--- config.mk ---
export PLATFORM = sky130hd
export DESIGN_NAME = ps2_keycode_decoder
export DESIGN_NICKNAME = d
export VERILOG_FILES = /design/src/rtl/ps2_keycode_decoder.sv
export SDC_FILE = /design/constraint.sdc
export NUM_CORES = 1
export LEC_CHECK = 0
export CAP_MARGIN = 5
export CORE_UTILIZATION = 57
export CTS_BUF_LIST = sky130_fd_sc_hd__clkbuf_4
export DETAILED_ROUTE_END_ITERATION = 8
export PLACE_DENSITY_LB_ADDON = 0.08
export SLEW_MARGIN = 30
export SYNTH_ARGS = -nofsm -noshare
export SYNTH_HDL_FRONTEND = slang
export SYNTH_SLANG_ARGS = --single-unit
--- constraint.sdc ---
create_clock -name clk_i -period 5 [get_ports clk_i]
set_input_delay 1.5 -clock clk_i [delete_from_list [all_inputs] [get_ports clk_i]]
set_output_delay 1.5 -clock clk_i [all_outputs]
set_load 0.005 [all_outputs]
--- src/rtl/ps2_keycode_decoder.sv ---
// PS/2 scan-code set 2 decoder: folds E0/F0/E1 prefix sequences into single key
// events and presents them through a one-entry valid/ready register.
module ps2_keycode_decoder #(
    parameter bit         DROP_FAKE_SHIFT = 1'b1,
    parameter logic [7:0] PAUSE_CODE      = 8'h77
) (
    input  logic       clk_i,
    input  logic       reset_i,
    input  logic [7:0] data_i,
    input  logic       valid_i,
    output logic [7:0] key_code_o,
    output logic       extended_o,
    output logic       break_o,
    output logic       event_valid_o,
    input  logic       event_ready_i,
    output logic       overflow_o
);

    localparam logic [2:0] ST_IDLE    = 3'd0;
    localparam logic [2:0] ST_EXT     = 3'd1;
    localparam logic [2:0] ST_BRK     = 3'd2;
    localparam logic [2:0] ST_EXT_BRK = 3'd3;
    localparam logic [2:0] ST_PAUSE   = 3'd4;

    // Device responses (self-test, echo, ack, resend, errors) that carry no key.
    function automatic logic is_response(input logic [7:0] b);
        logic r;
        case (b)
            8'h00, 8'hAA, 8'hEE, 8'hFA, 8'hFC, 8'hFE, 8'hFF: r = 1'b1;
            default:                                          r = 1'b0;
        endcase
        return r;
    endfunction

    function automatic logic is_fake_shift(input logic [7:0] b);
        logic r;
        case (b)
            8'h12, 8'h59: r = 1'b1;
            default:      r = 1'b0;
        endcase
        return r;
    endfunction

    logic [2:0] state_r;
    logic [2:0] next_state_s;
    logic [2:0] cnt_r;
    logic [2:0] next_cnt_s;
    logic       ext_s;
    logic       brk_s;
    logic       emit_s;
    logic [7:0] emit_code_s;
    logic       emit_ext_s;
    logic       emit_brk_s;

    assign ext_s = (state_r == ST_EXT) || (state_r == ST_EXT_BRK);
    assign brk_s = (state_r == ST_BRK) || (state_r == ST_EXT_BRK);

    // Prefix decoding: next state, pause byte counter and event generation.
    always_comb begin
        next_state_s = state_r;
        next_cnt_s   = cnt_r;
        emit_s       = 1'b0;
        emit_code_s  = 8'h00;
        emit_ext_s   = 1'b0;
        emit_brk_s   = 1'b0;
        if (valid_i) begin
            if (state_r == ST_PAUSE) begin
                next_cnt_s = cnt_r - 3'd1;
                // A zero count here can only come from corruption; finish the sequence.
                if (cnt_r <= 3'd1) begin
                    next_cnt_s   = 3'd0;
                    next_state_s = ST_IDLE;
                    emit_s       = 1'b1;
                    emit_code_s  = PAUSE_CODE;
                    emit_ext_s   = 1'b1;
                    emit_brk_s   = 1'b0;
                end else begin
                    next_state_s = ST_PAUSE;
                end
            end else begin
                case (data_i)
                    8'hE1: begin
                        next_state_s = ST_PAUSE;
                        next_cnt_s   = 3'd7;
                    end
                    8'hE0: next_state_s = ST_EXT;
                    8'hF0: next_state_s = ext_s ? ST_EXT_BRK : ST_BRK;
                    default: begin
                        if ((state_r == ST_IDLE) && is_response(data_i)) begin
                            next_state_s = ST_IDLE;
                        end else if (DROP_FAKE_SHIFT && ext_s && is_fake_shift(data_i)) begin
                            next_state_s = ST_IDLE;
                        end else begin
                            next_state_s = ST_IDLE;
                            emit_s       = 1'b1;
                            emit_code_s  = data_i;
                            emit_ext_s   = ext_s;
                            emit_brk_s   = brk_s;
                        end
                    end
                endcase
            end
        end else begin
            next_state_s = state_r;
        end
    end

    // Decoder state and pause counter.
    always_ff @(posedge clk_i or posedge reset_i) begin
        if (reset_i) begin
            state_r <= ST_IDLE;
            cnt_r   <= 3'd0;
        end else begin
            state_r <= next_state_s;
            cnt_r   <= next_cnt_s;
        end
    end

    // One-entry output register; a full register drops new events and flags overflow.
    always_ff @(posedge clk_i or posedge reset_i) begin
        if (reset_i) begin
            key_code_o    <= 8'h00;
            extended_o    <= 1'b0;
            break_o       <= 1'b0;
            event_valid_o <= 1'b0;
            overflow_o    <= 1'b0;
        end else if (emit_s) begin
            if (!event_valid_o || event_ready_i) begin
                key_code_o    <= emit_code_s;
                extended_o    <= emit_ext_s;
                break_o       <= emit_brk_s;
                event_valid_o <= 1'b1;
            end else begin
                overflow_o <= 1'b1;
            end
        end else if (event_ready_i) begin
            event_valid_o <= 1'b0;
        end else begin
            event_valid_o <= event_valid_o;
        end
    end

endmodule

==> flow_metrics.env, run 1 <==
export IMPL_numPortBuffers=23
export IMPL_areaGrowthSynthToFinish_pct=21.6
export IMPL_yosysMostFrequentCell="dfrtp_1"
export IMPL_finalCritPeriodShare_pct=74.0
export IMPL_cts_resized=0
export IMPL_synth_top_family_by_area="compound AO/OA/AOI/OAI gates"
export IMPL_drtAntennaViolNets=0
export IMPL_slew_limit_headroom_pct=51.9
export IMPL_grt_pass1_wl_um=4220
export IMPL_place_congestion=0.862
export IMPL_final_hold_viol_count=0
export IMPL_clock_root_buffer="clkbuf_4"
export IMPL_avgRoutedWirePerCell_um=16.7
export IMPL_instances_no_fill=167
export IMPL_grtUsageTotal_pct=27.3
export IMPL_die_height_um=47.7
export IMPL_crit_required_ps=5180
export IMPL_setup_violations_final=0
export IMPL_synth_xor_area_share_pct=0
export IMPL_startpoint_type="input port"
export IMPL_routed_wl_um=2800
export IMPL_cts_sinks=18
export IMPL_drive_gt1_share_pct=11.4
export IMPL_powerDensity_nw_per_um2=344
export IMPL_cts_buffer_depth=2
export IMPL_synthMuxAreaShare_pct=11.3
export IMPL_rsz0062_at_grt="false"
export IMPL_synth_ff_type="dfrtp_1"
export IMPL_rows=16
export IMPL_cts_hold_buf=0
export IMPL_endpoint_kind="flop"
export IMPL_fillers=158
export IMPL_drt_first_pass_iters=4
export IMPL_post_route_drc_count=0
export IMPL_nets=154
export IMPL_viasPerCell=6.25
export IMPL_netlist_top_cells_area="dfrtp_1, mux2_4, o21ai_0"
export IMPL_cts_reportedPaths_clkPinSlew_ps=110
export IMPL_hold_path_end="overflow_o"
export IMPL_grt_max_degree=19
export IMPL_final_min_clock_period_ps=3700
export IMPL_synth_seq_area_share_pct=37.8
export IMPL_ys_types=43
export IMPL_synth_compound_area_share_pct=24.3
export IMPL_min_from="overflow_o"
export IMPL_r2r_slack_ps=2570
export IMPL_cp_cell_sequence="clkdlybuf4s50_1 -> or4b_4 -> a2111o_1 -> a31oi_4 -> o22ai_4 -> mux2_4"
export IMPL_numCtsBuffers=3
export IMPL_grt_pass1_vias=915
export IMPL_dieWidth_um=47.7
export IMPL_crit_arrival_ps=3880
export IMPL_holdPathStages=2
export IMPL_dp_cells=163
export IMPL_dr_first_iter_drc_count=45
export IMPL_post_cts_buffers=0
export IMPL_setup_tns_final_ps=0
export IMPL_grt_overflow=0
export IMPL_reg2reg_depth=5
export IMPL_slowest_delay_ps=640
export IMPL_yosys_warnings=0
export IMPL_synth_commonest_cells="dfrtp_1, inv_1, mux2_4, o21ai_0, nand2_1"
export IMPL_die_area_um2=2280
export IMPL_cap_violations=0
export IMPL_clk_latency_ps=300
export IMPL_fmax_mhz=270
export IMPL_syn_avg_cell_area_um2=10.2
export IMPL_hold_class="flop to flop"
export IMPL_worst_slew_pin_slew_ps=720
export IMPL_coreArea_um2=1960
export IMPL_final_max_slew_viol_count=0
export IMPL_tritoncts="done"
export IMPL_synthSimpleGateAreaFrac_pct=19.0
export IMPL_synth_edf_count=0
export IMPL_antenna_cells=0
export IMPL_p_leak_nw=0.613
export IMPL_critPathSlowestCell="clkdlybuf4s50_1"
export IMPL_cp_max_fo=9
export IMPL_r2r_end="key_code_o[3]"
export IMPL_syn_cell_area_um2=1190
export IMPL_ios=24
export IMPL_synthArstFlopShare_pct=100
export IMPL_synthAdderAreaFrac_pct=1.05
export IMPL_htree_levels=1
export IMPL_ys_seq_elements=18
export IMPL_status="complete, no violations"
export IMPL_synthesis_nets=130
export IMPL_fin_worst_skew_ps=14.3
export IMPL_antenna_found_initial=0
export IMPL_start_util_pct=60.8
export IMPL_r2r_start="state_r[2]"
export IMPL_synthCells=117
export IMPL_synth_top_cell_by_area="dfrtp_1"
export IMPL_dp_hpwl_um=2200
export IMPL_yosysTopAreaCellShare_pct=37.8
export IMPL_critical_path_class="input port to flop"
export IMPL_ir_worst_vdd_uv=227
export IMPL_vias=1043
critical path: cells and delay by family:
kind / cells / cell delay (ps)
buf+inv: 1 / 640
compound gates: 3 / 900
simple gates: 1 / 510
mux: 1 / 330
logic make-up after synthesis:
logic type	after synthesis
adders and majority gates	1
muxes	9
buffers and inverters	16
DFF	18
and+or+nand+nor	37
AOI/OAI and AO/OA	36
area by class of cell:
type	instances	area, um^2	area share (%)
flip-flops and latches	18	450	31.1
clock buffers	3	22.5	1.55
well taps	27	33.8	2.33
multi-input cells	83	664	45.8
clock inverters	1	3.75	0.259
repair buffers	23	230	15.9
inverters	12	45.0	3.11
metal layers:
metal	track usage (%)	vias up	part of all wire, %
li1	-	496	-
met1	37.4	491	47
met2	40.8	52	46
met3	7.17	4	5.5
met4	10.6	0	1.5
met5	0	-	0
placed cells by master, fill, tap and decap left out, types with 2 or more instances in the layout:
| master | n |
|---|---|
| clkdlybuf4s50_1 | 23 |
| dfrtp_1 | 18 |
| inv_1 | 12 |
| o21ai_0 | 9 |
| mux2_4 | 9 |
| nand2_1 | 8 |
| nor2_1 | 4 |
| nor3b_1 | 3 |
| nand3_1 | 3 |
| o31ai_1 | 3 |
| clkbuf_4 | 3 |
| nand4b_1 | 2 |
| a2111o_1 | 2 |
| and2_1 | 2 |
| nand4_1 | 2 |
| nor3_1 | 2 |
| and4_1 | 2 |
| nor4_1 | 2 |
| a21oi_1 | 2 |
| o41ai_1 | 2 |
| o211ai_1 | 2 |
| o22ai_1 | 2 |
| a31oi_1 | 2 |
state kept, by name, summed over array words and instances, names as in the netlist:
register and count:
break_o 1, cnt_r 3, event_valid_o 1, extended_o 1, key_code_o 8, overflow_o 1
state_r 3
stage by stage:
stage                     hold slack (ps)  instance area, um^2  setup slack, ps  util [%]  power [W]
final                                 487                 1450             1300      73.9   0.000499
after global routing                  514                 1450             1210      73.9   0.000530
after CTS                             489                 1450             1310      73.9   0.000501
after detailed placement              464                 1420              986      72.6   0.000427
after global placement                453                 1420             1010      72.6   0.000416
after floorplan                       460                 1190             1570         -   0.000329
where the power goes:
part | switching (W) | leakage, nW | internal [W] | total [W]
registers | 0.0000312 | 0.217 | 0.000186 | 0.000218
clock network | 0.0000455 | 0.0154 | 0.0000291 | 0.0000746
logic | 0.0000821 | 0.381 | 0.000125 | 0.000207
worst max path at each step:
stage	endpoint	depth (start not counted)	slack, ps	from
detailed placement	key_code_o[6]	6	990	data_i[4]
finish	key_code_o[3]	6	1300	data_i[4]
global placement	key_code_o[7]	6	1010	data_i[4]
floorplan	extended_o	6	1570	data_i[2]
CTS	key_code_o[6]	6	1310	data_i[4]
global route	key_code_o[7]	6	1210	data_i[4]
Power figures use the tool's default switching activity.
==> run 2, diff against run 1 <==
Settings changed: CORE_UTILIZATION 57 to 53.
Clock period 5 ns to 3.5 ns, I/O delays scaled along.
==> run 2 against run 1 <==
Effect of this change:
- count of clock-buffer cells in the layout unchanged
- design area up 4.7%
- global-route usage down 2.2 points
- wire length down 2.9%
- via count up 2.1%
- critical path type unchanged
- largest cell class unchanged
==> flow_metrics.env, run 2 (synthesis results as in run 1) <==
export IMPL_endpoint_kind="flop"
export IMPL_antenna_found_initial=0
export IMPL_critPathSlowestCell="or4b_4"
export IMPL_setup_violations_final=0
export IMPL_grt_pass1_vias=978
export IMPL_worst_slew_pin_slew_ps=709
export IMPL_critical_path_class="input port to flop"
export IMPL_die_area_um2=2440
export IMPL_nets=163
export IMPL_ir_worst_vdd_uv=319
export IMPL_slew_limit_headroom_pct=52.7
export IMPL_startpoint_type="input port"
export IMPL_drt_first_pass_iters=4
export IMPL_final_hold_viol_count=0
export IMPL_die_height_um=49.4
export IMPL_viasPerCell=6.05
export IMPL_clock_power_share_pct=15.3
export IMPL_switching_share_pct=30.9
export IMPL_final_max_slew_viol_count=0
export IMPL_fin_worst_skew_ps=12.4
export IMPL_crit_start="data_i[7]"
export IMPL_drtAntennaViolNets=0
export IMPL_dr_first_iter_drc_count=71
export IMPL_post_cts_buffers=0
export IMPL_dp_hpwl_um=2080
export IMPL_final_area_um2=1520
export IMPL_seqPwrFrac_pct=43.5
export IMPL_htree_levels=1
export IMPL_numPortBuffers=23
export IMPL_slowest_delay_ps=520
export IMPL_grt_max_degree=19
export IMPL_rows=16
export IMPL_post_route_drc_count=0
export IMPL_place_congestion=0.895
export IMPL_avgRoutedWirePerCell_um=15.4
export IMPL_p_sw_w=0.000220
export IMPL_cts_sinks=18
export IMPL_finalCritPeriodShare_pct=88.0
export IMPL_drive_gt1_share_pct=16.8
export IMPL_cts_resized=0
export IMPL_setup_tns_final_ps=0
export IMPL_grtUsageTotal_pct=25.1
export IMPL_crit_arrival_ps=3260
export IMPL_final_common_cell="clkdlybuf4s50_1"
export IMPL_reg_top3="key_code_o (8), cnt_r (3), state_r (3)"
export IMPL_cts_buffer_depth=2
export IMPL_grt_pass1_wl_um=4680
export IMPL_coreArea_um2=2040
export IMPL_tritoncts="done"
export IMPL_internal_power_w=0.000492
export IMPL_cap_violations=0
export IMPL_powerDensity_nw_per_um2=470
export IMPL_layout_common_cells="clkdlybuf4s50_1, dfrtp_1, inv_1"
export IMPL_combinationalPowerShare_pct=41.3
export IMPL_ios=24
export IMPL_final_min_clock_period_ps=3080
export IMPL_fmax_mhz=325
export IMPL_grt_overflow=0
export IMPL_start_util_pct=58.4
export IMPL_cp_max_fo=9
export IMPL_largest_reg_flops=8
export IMPL_cp_cell_sequence="clkdlybuf4s50_1 -> or4b_4 -> a2111o_1 -> a31oi_4 -> o22ai_4 -> mux2_4"
export IMPL_regMostFlops="key_code_o"
export IMPL_dieWidth_um=49.4
export IMPL_antenna_cells=0
export IMPL_status="complete, no violations"
export IMPL_hold_class="flop to flop"
export IMPL_cts_reportedPaths_clkPinSlew_ps=110
export IMPL_areaGrowthSynthToFinish_pct=27.3
export IMPL_cts_hold_buf=0
export IMPL_vias=1065
export IMPL_postPlaceCellArea_um2=1490
export IMPL_routed_wl_um=2720
export IMPL_numCtsBuffers=3
export IMPL_p_leak_nw=0.656
export IMPL_crit_required_ps=3680
export IMPL_clock_root_buffer="clkbuf_4"
export IMPL_r2r_start="state_r[2]"
export IMPL_min_from="overflow_o"
export IMPL_rsz0062_at_grt="false"
export IMPL_clk_latency_ps=300
[run 2: final timing paths]
check / cells after the start / slack, ps / to
hold reg to reg: 2 / 510 / overflow_o
max in group asynchronous: 2 / 1890 / key_code_o[3]
setup / recovery: 6 / 420 / key_code_o[2]
min in group asynchronous: 2 / 1160 / cnt_r[2]
setup reg to reg: 5 / 1050 / key_code_o[2]
hold / removal: 2 / 510 / overflow_o
[run 2: cell type report]
class | count | area (um^2)
well taps | 27 | 33.8
fillers | 164 | 524
multi-input cells | 83 | 664
clock buffers | 3 | 22.5
flip-flops and latches | 18 | 450
inverters | 12 | 45.0
clock inverters | 1 | 3.75
repair buffers | 32 | 298
[run 2: metal layers]
metal	vias up	wire, um	GRT usage (%)
met5	-	0	0
met4	0	13	3.33
met3	2	166	5.30
met2	44	1230	37.4
met1	500	1310	38.0
li1	519	-	-
[run 2: power by group through the flow]
| stage | combinational (W) | sequential [W] | clock [W] |
|---|---|---|---|
| after floorplan | 0.000162 | 0.000307 | 0 |
| after global placement | 0.000287 | 0.000311 | 0 |
| after detailed placement | 0.000294 | 0.000311 | 0 |
| after CTS | 0.000295 | 0.000309 | 0.000111 |
| after global routing | 0.000322 | 0.000318 | 0.000119 |
| final | 0.000294 | 0.000310 | 0.000109 |
[run 2: stage by stage]
stage	hold WS (ps)	setup WS, ps	cells	util [%]	total power, W
after floorplan	460	518	117	-	0.000470
after global routing	520	354	176	74.3	0.000759
after CTS	512	436	176	74.3	0.000715
final	505	420	176	74.3	0.000713
after global placement	452	171	172	73.0	0.000597
after detailed placement	485	107	172	73.0	0.000605
[run 2: critical path, delay by kind of cell]
kind / cells / cell delay (ps)
AND/OR/NAND/NOR: 1 / 520
AO/OA/AOI/OAI: 3 / 880
buffers and inverters: 1 / 490
multiplexers: 1 / 330
